===== config.mk =====
export PLATFORM = sky130hd
export DESIGN_NAME = cfar_threshold_gen_flat
export DESIGN_NICKNAME = d
export VERILOG_FILES = /design/src/rtl/cfar_threshold_gen_pkg.sv /design/src/rtl/cfar_threshold_gen_if.sv /design/src/rtl/cfar_window.sv /design/src/rtl/cfar_threshold_gen.sv /design/src/flat_wrapper.sv
export SDC_FILE = /design/constraint.sdc
export NUM_CORES = 1
export LEC_CHECK = 0
export BUFFER_PORTS_ARGS = -buffer_cell sky130_fd_sc_hd__buf_2
export CORE_MARGIN = 2
export CORE_UTILIZATION = 50
export CTS_BUF_LIST = sky130_fd_sc_hd__clkbuf_4 sky130_fd_sc_hd__clkbuf_8
export CTS_CLUSTER_DIAMETER = 30
export CTS_CLUSTER_SIZE = 8
export DETAILED_ROUTE_END_ITERATION = 12
export PLACE_DENSITY_LB_ADDON = 0.25
export SLEW_MARGIN = 20
export SYNTH_ARGS = -nofsm -noshare
export SYNTH_HDL_FRONTEND = slang
export SYNTH_SLANG_ARGS = --single-unit

===== constraint.sdc =====
create_clock -name iCLK -period 8.8 [get_ports iCLK]
set_clock_uncertainty 0.1 [all_clocks]
set_input_delay 1.76 -clock iCLK [delete_from_list [all_inputs] [get_ports iCLK]]
set_output_delay 1.76 -clock iCLK [all_outputs]
set_load 0.005 [all_outputs]

===== src/rtl/cfar_threshold_gen_pkg.sv =====
// Shared constants and sizing helpers for the CA-CFAR threshold generator.
// Defaults match the nominal STFT configuration; helpers derive the rest.
package cfar_threshold_gen_pkg;

  localparam int CFAR_IL   = 10;
  localparam int CFAR_NT   = 8;
  localparam int CFAR_NG   = 2;
  localparam int CFAR_NBIN = 64;

  function automatic int win_len(input int nt, input int ng);
    return 2 * (nt + ng) + 1;
  endfunction

  function automatic int nt_log2(input int nt);
    return $clog2(nt);
  endfunction

  function automatic int sum_w(input int il, input int nt);
    return il + $clog2(nt);
  endfunction

  function automatic int prod_w(input int il);
    return il + 4;
  endfunction

  function automatic int sat_val(input int il);
    return (1 << il) - 1;
  endfunction

  function automatic int edge_lo(input int nt, input int ng);
    return nt + ng;
  endfunction

  function automatic int edge_hi(input int nbin, input int nt,
                                 input int ng);
    return nbin - 1 - nt - ng;
  endfunction

  localparam int CFAR_W    = win_len(CFAR_NT, CFAR_NG);
  localparam int CFAR_LNT  = nt_log2(CFAR_NT);
  localparam int CFAR_SW   = sum_w(CFAR_IL, CFAR_NT);
  localparam int CFAR_PW   = prod_w(CFAR_IL);
  localparam int CFAR_SAT  = sat_val(CFAR_IL);
  localparam int CFAR_ELO  = edge_lo(CFAR_NT, CFAR_NG);
  localparam int CFAR_EHI  = edge_hi(CFAR_NBIN, CFAR_NT, CFAR_NG);

endpackage


===== src/rtl/cfar_threshold_gen_if.sv =====
// Magnitude-in / CUT-plus-threshold-out bundle of the CFAR generator.
// master drives bins and scale; slave returns CUT, threshold, valid.
interface cfar_threshold_gen_if #(
  parameter int IL = 10
);

  logic          iEN;
  logic [IL-1:0] iDATA;
  logic [3:0]    iSCALE;
  logic [IL-1:0] oDATA;
  logic [IL-1:0] oTH;
  logic          oEN;

  modport master (
    output iEN, iDATA, iSCALE,
    input  oDATA, oTH, oEN
  );

  modport slave (
    input  iEN, iDATA, iSCALE,
    output oDATA, oTH, oEN
  );

endinterface


===== src/rtl/cfar_window.sv =====
// Sliding CFAR window: shift register plus lead/lag training sums.
// Outputs are the post-update values so the caller can register them.
module cfar_window
  import cfar_threshold_gen_pkg::*;
#(
  parameter  int IL = CFAR_IL,
  parameter  int NT = CFAR_NT,
  parameter  int NG = CFAR_NG,
  localparam int W  = win_len(NT, NG),
  localparam int SW = sum_w(IL, NT)
) (
  input  logic          clk,
  input  logic          rst_n,
  input  logic          en_i,
  input  logic [IL-1:0] data_i,
  output logic [IL-1:0] cut_o,
  output logic [SW-1:0] lead_o,
  output logic [SW-1:0] lag_o
);

  logic [IL-1:0] win_q [W];
  logic [IL-1:0] win_d [W];
  logic [SW-1:0] lead_q, lead_d;
  logic [SW-1:0] lag_q, lag_d;

  // Sums may wrap mid-expression; the true result always fits in SW bits.
  always_comb begin
    win_d  = win_q;
    lead_d = lead_q;
    lag_d  = lag_q;
    if (en_i) begin
      win_d[0] = data_i;
      for (int i = 1; i < W; i++) begin
        win_d[i] = win_q[i-1];
      end
      lead_d = lead_q + SW'(data_i)
             - SW'(win_q[NT-1]);
      lag_d  = lag_q + SW'(win_q[NT+2*NG])
             - SW'(win_q[W-1]);
    end
  end

  always_ff @(posedge clk or negedge rst_n) begin
    if (!rst_n) begin
      for (int i = 0; i < W; i++) begin
        win_q[i] <= '0;
      end
      lead_q <= '0;
      lag_q  <= '0;
    end else begin
      for (int i = 0; i < W; i++) begin
        win_q[i] <= win_d[i];
      end
      lead_q <= lead_d;
      lag_q  <= lag_d;
    end
  end

  assign cut_o  = win_d[NT+NG];
  assign lead_o = lead_d;
  assign lag_o  = lag_d;

endmodule


===== src/rtl/cfar_threshold_gen.sv =====
// Cell-averaging CFAR threshold generator for the STFT magnitude stream.
// Emits the CUT and its scaled training mean, masked at frame edges.
module cfar_threshold_gen
  import cfar_threshold_gen_pkg::*;
#(
  parameter int IL   = CFAR_IL,
  parameter int NT   = CFAR_NT,
  parameter int NG   = CFAR_NG,
  parameter int NBIN = CFAR_NBIN
) (
  input  logic iCLK,
  input  logic iRSTn,
  cfar_threshold_gen_if.slave bus
);

  localparam int SW    = sum_w(IL, NT);
  localparam int PW    = prod_w(IL);
  localparam int SH    = nt_log2(NT) + 1;
  localparam int PRIME = NT + NG + 1;
  localparam int PCW   = $clog2(PRIME + 1);
  localparam int CW    = $clog2(NBIN);

  localparam logic [IL-1:0]  SAT    = IL'(sat_val(IL));
  localparam logic [CW-1:0]  ELO    = CW'(edge_lo(NT, NG));
  localparam logic [CW-1:0]  EHI    = CW'(edge_hi(NBIN, NT, NG));
  localparam logic [CW-1:0]  LAST   = CW'(NBIN - 1);
  localparam logic [PCW-1:0] PRIMED = PCW'(PRIME);

  logic [IL-1:0] cut;
  logic [SW-1:0] lead, lag;

  cfar_window #(
    .IL (IL),
    .NT (NT),
    .NG (NG)
  ) u_win (
    .clk    (iCLK),
    .rst_n  (iRSTn),
    .en_i   (bus.iEN),
    .data_i (bus.iDATA),
    .cut_o  (cut),
    .lead_o (lead),
    .lag_o  (lag)
  );

  logic [SW:0]   sum;
  logic [IL-1:0] avg;
  logic [PW-1:0] prod;
  logic [PW-1:0] th_raw;
  logic [IL-1:0] th;
  logic          edge_cell;
  logic          fire;

  logic [PCW-1:0] cnt_q, cnt_d;
  logic [CW-1:0]  cidx_q, cidx_d;
  logic [IL-1:0]  data_q, data_d;
  logic [IL-1:0]  th_q, th_d;
  logic           en_q, en_d;

  always_comb begin
    sum    = {1'b0, lead} + {1'b0, lag};
    avg    = IL'(sum >> SH);
    prod   = PW'(avg) * PW'(bus.iSCALE);
    th_raw = prod >> 2;
    th     = (|th_raw[PW-1:IL]) ? SAT : IL'(th_raw);
  end

  // Windows touching a neighbouring frame must never detect.
  assign edge_cell = (cidx_q < ELO) || (cidx_q > EHI);
  assign fire = bus.iEN && (cnt_q >= PRIMED - PCW'(1));

  always_comb begin
    cnt_d  = cnt_q;
    cidx_d = cidx_q;
    data_d = data_q;
    th_d   = th_q;
    en_d   = 1'b0;
    if (bus.iEN && cnt_q != PRIMED) begin
      cnt_d = cnt_q + PCW'(1);
    end
    if (fire) begin
      en_d   = 1'b1;
      data_d = cut;
      th_d   = edge_cell ? SAT : th;
      cidx_d = (cidx_q == LAST) ? '0 : cidx_q + CW'(1);
    end
  end

  always_ff @(posedge iCLK or negedge iRSTn) begin
    if (!iRSTn) begin
      cnt_q  <= '0;
      cidx_q <= '0;
      data_q <= '0;
      th_q   <= '0;
      en_q   <= 1'b0;
    end else begin
      cnt_q  <= cnt_d;
      cidx_q <= cidx_d;
      data_q <= data_d;
      th_q   <= th_d;
      en_q   <= en_d;
    end
  end

  assign bus.oDATA = data_q;
  assign bus.oTH   = th_q;
  assign bus.oEN   = en_q;

endmodule


===== src/flat_wrapper.sv =====
// flat-port wrapper written by rule: the top's interface ports become plain ports
module cfar_threshold_gen_flat import cfar_threshold_gen_pkg::*;
#(
  parameter int IL   = CFAR_IL,
  parameter int NT   = CFAR_NT,
  parameter int NG   = CFAR_NG,
  parameter int NBIN = CFAR_NBIN
)
  (iCLK, iRSTn, bus_iEN, bus_iDATA, bus_iSCALE, bus_oDATA, bus_oTH, bus_oEN);
  cfar_threshold_gen_if #(.IL(IL)) bus_i ();
  input  logic iCLK;
  input  logic iRSTn;
  input wire logic [$bits(bus_i.iEN)-1:0] bus_iEN;
  input wire logic [$bits(bus_i.iDATA)-1:0] bus_iDATA;
  input wire logic [$bits(bus_i.iSCALE)-1:0] bus_iSCALE;
  output wire logic [$bits(bus_i.oDATA)-1:0] bus_oDATA;
  output wire logic [$bits(bus_i.oTH)-1:0] bus_oTH;
  output wire logic [$bits(bus_i.oEN)-1:0] bus_oEN;
  assign bus_i.iEN = bus_iEN;
  assign bus_i.iDATA = bus_iDATA;
  assign bus_i.iSCALE = bus_iSCALE;
  assign bus_oDATA = bus_i.oDATA;
  assign bus_oTH = bus_i.oTH;
  assign bus_oEN = bus_i.oEN;
  cfar_threshold_gen #(.IL(IL), .NT(NT), .NG(NG), .NBIN(NBIN)) u_core (.iCLK(iCLK), .iRSTn(iRSTn), .bus(bus_i));
endmodule

==> flow_metrics.env, run 1 <==
export IMPL_status="complete, but fails checks"
export IMPL_violations="DRC"
export IMPL_r2r_cells=28
export IMPL_dp_slack_ns=-0.0399
export IMPL_clk_pin_slew_worst_paths_ns=0.05
export IMPL_ys_async_sr_fraction_pct=100
export IMPL_worstPathRequired_ns=9.15
export IMPL_antenna_found_initial=1
export IMPL_drtPass1Iterations=9
export IMPL_nNetsFinal=1285
export IMPL_hold_depth=1
export IMPL_syn_area_per_cell_um2=12.1
export IMPL_diodes=0
export IMPL_cts_buffers=53
export IMPL_crit_path_start_kind="input pin"
export IMPL_wl_per_cell_um=15.4
export IMPL_slew_headroom_pct=41.5
export IMPL_grt_overflow=0
export IMPL_ys_ff_latch=267
export IMPL_slowest_delay_ns=0.53
export IMPL_yosysTopAreaCell="dfrtp_1"
export IMPL_die_x_um=167
export IMPL_fin_crit_sh_pct=94.5
export IMPL_cts_buffer_depth=3
export IMPL_numPortBuffers=37
export IMPL_yosysMostFrequentCell="dfrtp_1"
export IMPL_drc_errors=1
export IMPL_clock_sinks=267
export IMPL_cts_tree="done"
export IMPL_finalSetupViolations=0
export IMPL_synth_top_area_share_pct=50.0
export IMPL_nFillCells=2167
export IMPL_ys_seq_area_share_pct=50.0
export IMPL_ys_top_cells_by_area="dfrtp_1 (50%), mux2_2 (17%), ha_1 (5.6%), fa_1 (5.4%), inv_1 (3.3%)"
export IMPL_synthToLayoutAreaGrowth_pct=13.3
export IMPL_grt_usage_pct=18.0
export IMPL_route_vias_total=8114
export IMPL_grt_pass1_wl_mm=41.1
export IMPL_drtIter0Drc=547
export IMPL_cts_root_buf="clkbuf_8"
export IMPL_ctsResizeCount=0
export IMPL_htree_levels=2
export IMPL_worst_pin_slew_ns=0.877
export IMPL_grt_pass1_vias=8299
export IMPL_core_area_um2=26100
export IMPL_fin_crit_ns=8.32
export IMPL_ioPinCount=38
export IMPL_cts_hold_fix_buffers=0
export IMPL_drive_above_1_share_pct=29.6
export IMPL_clkLatencyLatePin_ns=0.58
export IMPL_cp_data_arrival_time_ns=8.67
export IMPL_critPathCaptureType="flop"
export IMPL_hold_path_class="flop to flop"
export IMPL_regToRegSetupSlack_ns=1.30
export IMPL_grt_setup_unrepaired="false"
export IMPL_initial_core_util_pct=51.1
export IMPL_setup_ws_ns=0.484
export IMPL_place_congestion=0.827
export IMPL_synth_edf_count=0
export IMPL_totalWireLength_mm=23.7
export IMPL_grt_start_max_net_pins=154
export IMPL_crit_top_cell="inv_1"
export IMPL_dp_final_hpwl_mm=16.3
export IMPL_ant_nets=0
export IMPL_syn_cell_area_um2=13400
export IMPL_syn_nets=1215
export IMPL_ys_top_cells_by_count="dfrtp_1 (267), mux2_2 (201), inv_1 (119)"
export IMPL_synth_ff_type="dfrtp_1"
export IMPL_crit_fanout=7
export IMPL_cts_setup_buffers=0
export IMPL_fin_util_pct=57.9
export IMPL_finalHoldViolations=0
export IMPL_viasPerCell=5.26
export IMPL_die_h_um=167
export IMPL_syn_inst=1102
export IMPL_synth_warnings=0
export IMPL_path_class="input pin to flop"
export IMPL_rows=59
export IMPL_max_freq_ghz=0.120
export IMPL_synth_distinct_cells=60
export IMPL_cp_slowest_cell="fa_1"
export IMPL_maxCapViolCount=0
export IMPL_maxSlewViolCount=0
export IMPL_die_area_um2=28000
-- cells by family (layout without fill, tap and decap cells) --
logic type               Yosys count  after routing  synth area share (%)
flip-flops                       267            267                  50.0
multiplexers                     211            211                  17.7
AND/OR/NAND/NOR                  181            181                  6.40
buffers and inverters            158            265                  4.46
AO/OA/AOI/OAI                    151            151                  7.71
adder cells (fa/ha/maj)           96             96                  11.0
XOR/XNOR                          38             38                  2.63
-- layer usage --
| layer | wire length (µm) | track usage [%] | up-vias |
|---|---|---|---|
| met1 | 11700 | 26.7 | 4044 |
| met5 | 0 | 0 | - |
| met4 | 399 | 5.44 | 0 |
| met3 | 967 | 3.36 | 33 |
| li1 | - | - | 3902 |
| met2 | 10600 | 27.0 | 135 |
-- critical path: cells and delay by family --
family | cells | cell delay (ns)
compound gates | 12 | 3.10
xor+xnor | 2 | 0.28
fa+ha+maj | 6 | 2.65
buf+inv | 6 | 0.36
simple gates | 4 | 0.55
-- final cells by class --
cell class | instances | area [µm²] | area share (%)
sequential | 267 | 6680 | 44.2
inverter | 120 | 450 | 2.98
multi-input combinational | 677 | 6080 | 40.2
clock buffer | 77 | 985 | 6.51
clock inverter | 15 | 166 | 1.10
timing repair buffer | 53 | 338 | 2.23
tap | 335 | 419 | 2.77
-- cells in the final DEF (no fill, tap or decap), types with 11 or more instances in the layout --
cell type    n
a21o_1      16
a21oi_1     32
and2_1      19
buf_2       35
buf_4       15
clkbuf_4    12
clkbuf_8    65
dfrtp_1    267
fa_1        36
ha_1        60
inv_1      119
mux2_2     201
nand2_1     88
nand2b_1    11
nor2_1      26
o21ai_0     45
xnor2_1     26
xor2_1      11
-- path summary, 6_finish.rpt --
path                                         from                 endpoint
setup reg to reg            u_core.u_win.win_q[1]        u_core.bus.oTH[2]
setup / recovery                     bus_iDATA[1]        u_core.bus.oTH[2]
hold / removal             u_core.u_win.lag_q[12]   u_core.u_win.lag_q[12]
min in group asynchronous                   iRSTn  u_core.u_win.win_q[150]
max in group asynchronous                   iRSTn          u_core.cnt_q[0]
hold reg to reg            u_core.u_win.lag_q[12]   u_core.u_win.lag_q[12]
-- flip-flops by register name, indices dropped and copies added (netlist names) --
register,count
u_core.u_win.win_q,210
u_core.u_win.lag_q,13
u_core.u_win.lead_q,13
u_core.bus.oDATA,10
u_core.bus.oTH,10
u_core.cidx_q,6
u_core.cnt_q,4
u_core.bus.oEN,1
-- through the flow --
| step | hold slack, ns | TNS (ns) | instance area [µm²] | std cells |
|---|---|---|---|---|
| 2_1_floorplan | 0.341 | 0 | 13400 | 1102 |
| 3_3_place_gp | 0.354 | 0 | 14000 | 1452 |
| 3_5_place_dp | 0.354 | -0.148 | 14000 | 1452 |
| 4_1_cts | 0.364 | 0 | 15100 | 1544 |
| 5_1_grt | 0.381 | 0 | 15100 | 1544 |
| 6_report | 0.364 | 0 | 15100 | 1544 |
Power of run 1 is left out: the tool's default activity adds up to more than one toggle a clock period on the data nets, which glitch-free logic cannot reach.
==> inputs of run 2 (changes only) <==
- ABC_AREA: not set -> 1
==> flow_metrics.env, run 2 <==
export IMPL_clock_sinks=267
export IMPL_setup_ws_ns=1.31
export IMPL_cts_setup_buffers=0
export IMPL_totalWireLength_mm=25.8
export IMPL_synth_edf_count=0
export IMPL_synth_top_area_share_pct=49.6
export IMPL_syn_cell_area_um2=13500
export IMPL_diodes=0
export IMPL_fin_crit_sh_pct=85.1
export IMPL_synth_ff_type="dfrtp_1"
export IMPL_finalSetupViolations=0
export IMPL_drtIter0Drc=762
export IMPL_drc_errors=0
export IMPL_dp_final_hpwl_mm=17.2
export IMPL_syn_nets=1724
export IMPL_viasPerCell=4.87
export IMPL_grt_pass1_wl_mm=46.1
export IMPL_cts_buffer_depth=3
export IMPL_numPortBuffers=37
export IMPL_hold_path_class="flop to flop"
export IMPL_drtPass1Iterations=5
export IMPL_antenna_found_initial=0
export IMPL_worstPathRequired_ns=9.12
export IMPL_cp_slowest_cell="fa_1"
export IMPL_final_cell_mix="nand2_1 (662), dfrtp_1 (267), inv_1 (175)"
export IMPL_critPathCaptureType="flop"
export IMPL_finalHoldViolations=0
export IMPL_regMostFlops="u_core.u_win.win_q"
export IMPL_ys_top_cells_by_count="nand2_1 (662), dfrtp_1 (267), inv_1 (176)"
export IMPL_clk_pin_slew_worst_paths_ns=0.05
export IMPL_cts_buffers=60
export IMPL_cts_root_buf="clkbuf_8"
export IMPL_slew_headroom_pct=43.8
export IMPL_reg_top3="u_core.u_win.win_q: 210 flops, u_core.u_win.lag_q: 13 flops, u_core.u_win.lead_q: 13 flops"
export IMPL_cp_data_arrival_time_ns=7.81
export IMPL_worst_pin_slew_ns=0.844
export IMPL_clkLatencyLatePin_ns=0.58
export IMPL_cts_hold_fix_buffers=0
export IMPL_crit_fanout=10
export IMPL_max_freq_ghz=0.134
export IMPL_dp_cells=1939
export IMPL_grt_pass1_vias=9767
export IMPL_ioPinCount=38
export IMPL_die_x_um=168
export IMPL_ctsResizeCount=0
export IMPL_fin_crit_ns=7.49
export IMPL_drive_above_1_share_pct=10.9
export IMPL_rows=60
export IMPL_core_area_um2=26700
export IMPL_syn_inst=1611
export IMPL_ys_seq_area_share_pct=49.6
export IMPL_dp_slack_ns=0.716
export IMPL_nNetsFinal=1773
export IMPL_grt_setup_unrepaired="false"
export IMPL_grt_overflow=0
export IMPL_maxCapViolCount=0
export IMPL_whs_ns=0.363
export IMPL_route_vias_total=9969
export IMPL_synth_distinct_cells=41
export IMPL_crit_path_start_kind="input pin"
export IMPL_status="complete, no violations"
export IMPL_wl_per_cell_um=12.6
export IMPL_place_congestion=0.899
export IMPL_largest_reg_flops=210
export IMPL_synth_warnings=0
export IMPL_crit_top_cell="nand2_1"
export IMPL_grt_usage_pct=19.3
export IMPL_yosysTopAreaCell="dfrtp_1"
export IMPL_syn_area_per_cell_um2=8.37
export IMPL_timing_setup_tns_ns=0
export IMPL_yosysMostFrequentCell="nand2_1"
export IMPL_layout_commonest_cell="nand2_1"
export IMPL_initial_core_util_pct=50.4
export IMPL_synthToLayoutAreaGrowth_pct=14.2
export IMPL_die_area_um2=28300
export IMPL_die_h_um=168
export IMPL_grt_start_max_net_pins=157
export IMPL_ys_top_cells_by_area="dfrtp_1 (50%), nand2_1 (18%), ha_1 (5.6%), fa_1 (5.3%), inv_1 (4.9%)"
export IMPL_slowest_delay_ns=0.54
export IMPL_path_class="input pin to flop"
export IMPL_ys_ff_latch=267
export IMPL_htree_levels=2
export IMPL_maxSlewViolCount=0
export IMPL_ys_async_sr_fraction_pct=100
export IMPL_ant_nets=0
export IMPL_cts_tree="done"
export IMPL_final_cells=2045
## run 2: layer usage
metal / track usage (%) / wire (µm) / up-vias
met5: 0 / 0 / -
met3: 3.43 / 922 / 53
met4: 4.84 / 463 / 0
met2: 31.3 / 12200 / 142
met1: 27.2 / 12300 / 4687
li1: - / - / 5087
## run 2: final cells by class
cell class | instances | area, µm²
fillers | 2426 | 11300
flip-flops and latches | 267 | 6680
multi-input cells | 1107 | 5900
clock buffers | 78 | 1050
inverters | 180 | 681
well taps | 341 | 427
clock inverters | 28 | 377
repair buffers | 44 | 279
## run 2: through the flow
step / cell area, µm² / utilization, %
finish: 15400 / 57.6
global route: 15400 / 57.6
CTS: 15400 / 57.6
detailed placement: 14000 / 52.3
global placement: 14000 / 52.3
floorplan: 13500 / -
## run 2: kinds of logic (layout without fill, tap and decap cells)
group           count (synthesis)  in the layout  synth area share [%]
simple gates                  809            809                  23.9
flops                         267            267                  49.6
buf+inv                       237            330                  6.67
compound gates                174            174                  7.01
fa+ha+maj                      96             96                  10.9
xor+xnor                       28             28                  1.93
## run 2: worst paths after layout
check,from,to,slack (ns),cells past startpoint
setup / recovery,bus_iDATA[1],u_core.bus.oTH[1],1.31,33
hold / removal,u_core.u_win.lag_q[12],u_core.u_win.lag_q[12],0.36,1
setup reg to reg,u_core.u_win.win_q[3],u_core.bus.oTH[1],1.93,32
hold reg to reg,u_core.u_win.lag_q[12],u_core.u_win.lag_q[12],0.36,1
max in group asynchronous,iRSTn,u_core.bus.oTH[7],6.11,2
min in group asynchronous,iRSTn,u_core.u_win.win_q[162],1.16,1
## run 2: critical path, delay by kind of cell
kind	cells	cell delay (ns)
AOI/OAI and AO/OA	8	1.31
xor gates and xnor gates	2	0.34
and+or+nand+nor	12	1.38
adders and majority gates	6	2.70
buffers and inverters	5	0.30
Power of run 2 is left out for the same reason.
==> inputs of run 3 (changes only) <==
- CORE_MARGIN: 2 -> not set
==> flow_metrics.env, run 3 (same netlist as run 2, synthesis figures left out) <==
export IMPL_drive_above_1_share_pct=11.2
export IMPL_cts_buffers=60
export IMPL_hold_path_class="flop to flop"
export IMPL_die_x_um=166
export IMPL_grt_use_met3_pct=3.48
export IMPL_slowest_delay_ns=0.55
export IMPL_cts_setup_buffers=0
export IMPL_cts_tree="done"
export IMPL_nNetsFinal=1775
export IMPL_slew_headroom_pct=47.0
export IMPL_hold_end="u_core.u_win.win_q[32]"
export IMPL_rows=59
export IMPL_cp_data_arrival_time_ns=7.98
export IMPL_ctsResizeCount=0
export IMPL_fin_crit_sh_pct=86.8
export IMPL_totalWireLength_mm=26.0
export IMPL_largest_reg_flops=210
export IMPL_fin_crit_ns=7.63
export IMPL_grt_pass1_vias=10100
export IMPL_cts_hold_fix_buffers=0
export IMPL_rr_endpoint="u_core.bus.oTH[6]"
export IMPL_route_vias_total=10100
export IMPL_path_buf_inv=5
export IMPL_clkLatencyLatePin_ns=0.60
export IMPL_grt_usage_pct=20.1
export IMPL_ioPinCount=38
export IMPL_antenna_found_initial=0
export IMPL_maxCapViolCount=0
export IMPL_initial_core_util_pct=51.3
export IMPL_grt_setup_unrepaired="false"
export IMPL_regMostFlops="u_core.u_win.win_q"
export IMPL_grt_pass1_wl_mm=46.5
export IMPL_die_area_um2=27600
export IMPL_timing_setup_tns_ns=0
export IMPL_finalHoldViolations=0
export IMPL_numPortBuffers=37
export IMPL_grt_met2_usage_pct=32.4
export IMPL_ant_nets=0
export IMPL_busiest_layer="met2"
export IMPL_reg_top3="u_core.u_win.win_q: 210 flops, u_core.u_win.lag_q: 13 flops, u_core.u_win.lead_q: 13 flops"
export IMPL_clk_pin_slew_worst_paths_ns=0.06
export IMPL_crit_top_cell="nand2_1"
export IMPL_clock_sinks=267
export IMPL_place_congestion=0.849
export IMPL_cts_buffer_depth=3
export IMPL_r2r_start="u_core.u_win.win_q[3]"
export IMPL_drtPass1Iterations=5
export IMPL_cp_top_family="adder cells"
export IMPL_core_area_um2=26300
export IMPL_synthToLayoutAreaGrowth_pct=16.0
export IMPL_drc_errors=0
export IMPL_finalSetupViolations=0
export IMPL_worst_pin_slew_ns=0.794
export IMPL_dp_final_hpwl_mm=17.0
export IMPL_min_from="u_core.u_win.win_q[42]"
export IMPL_cts_root_buf="clkbuf_8"
export IMPL_r2r_cells=32
export IMPL_grt_start_max_net_pins=200
export IMPL_hold_depth=2
export IMPL_final_cell_mix="nand2_1 (662), dfrtp_1 (267), inv_1 (175)"
export IMPL_wl_per_cell_um=12.7
export IMPL_worstPathRequired_ns=9.14
export IMPL_drtIter0Drc=649
export IMPL_viasPerCell=4.95
export IMPL_crit_path_start_kind="input pin"
export IMPL_cp_slowest_cell="fa_1"
export IMPL_crit_fanout=10
export IMPL_status="complete, no violations"
export IMPL_diodes=0
export IMPL_grt_use_met1_pct=27.6
export IMPL_maxSlewViolCount=0
export IMPL_htree_levels=2
export IMPL_die_h_um=166
export IMPL_grt_overflow=0
export IMPL_max_freq_ghz=0.131
export IMPL_regToRegSetupSlack_ns=1.93
export IMPL_layout_commonest_cell="nand2_1"
export IMPL_critPathCaptureType="flop"
export IMPL_path_class="input pin to flop"
run 3: cell types whose count changed in the layout (fill, tap and decap cells not counted), sizes merged:
cell / before / now
inv: 177 / 178
clkinvlp: 9 / 7
clkinv: 14 / 15
buf: 44 / 46
clkbuf: 78 / 75
bufinv: 8 / 16
run 3: worst max path at each step:
stage	cells past startpoint	to	slack, ns	startpoint
finish	33	u_core.bus.oTH[6]	1.17	bus_iDATA[1]
global route	33	u_core.bus.oTH[6]	0.70	bus_iDATA[4]
CTS	33	u_core.bus.oTH[6]	1.23	bus_iDATA[1]
detailed placement	33	u_core.bus.oTH[2]	0.64	bus_iDATA[1]
global placement	33	u_core.bus.oTH[7]	0.84	bus_iDATA[1]
floorplan	32	u_core.bus.oTH[0]	1.48	bus_iDATA[1]
run 3: layout make-up:
cell class | count | area [µm²]
fill | 2317 | 10600
sequential | 267 | 6680
multi-input combinational | 1107 | 5900
clock buffer | 75 | 1010
inverter | 180 | 681
clock inverter | 36 | 644
tap | 335 | 419
timing repair buffer | 46 | 302
run 3: metrics by stage:
step / instances / util [%] / hold slack, ns / cell area, µm² / setup WS, ns
6_report: 2046 / 59.5 / 0.362 / 15600 / 1.17
5_1_grt: 2046 / 59.5 / 0.388 / 15600 / 0.700
4_1_cts: 2045 / 59.4 / 0.364 / 15600 / 1.23
3_5_place_dp: 1934 / 53.1 / 0.358 / 14000 / 0.636
3_3_place_gp: 1934 / 53.1 / 0.352 / 14000 / 0.836
2_1_floorplan: 1611 / - / 0.341 / 13500 / 1.48
run 3: metal layers:
metal  up-vias  routed length, µm
met5         -                  0
met4         0                654
met3        54                880
met2       135              12300
met1      4836              12200
li1       5100                  -
run 3: worst reg2reg max path, delay by kind of cell, from the launching register on:
kind	cells	cell delay, ns
adders and majority gates	6	2.64
AOI/OAI and AO/OA	8	1.61
and+or+nand+nor	12	1.45
DFF	1	0.41
buffers and inverters	5	0.30
xor gates and xnor gates	1	0.22
Power of run 3 is left out for the same reason.
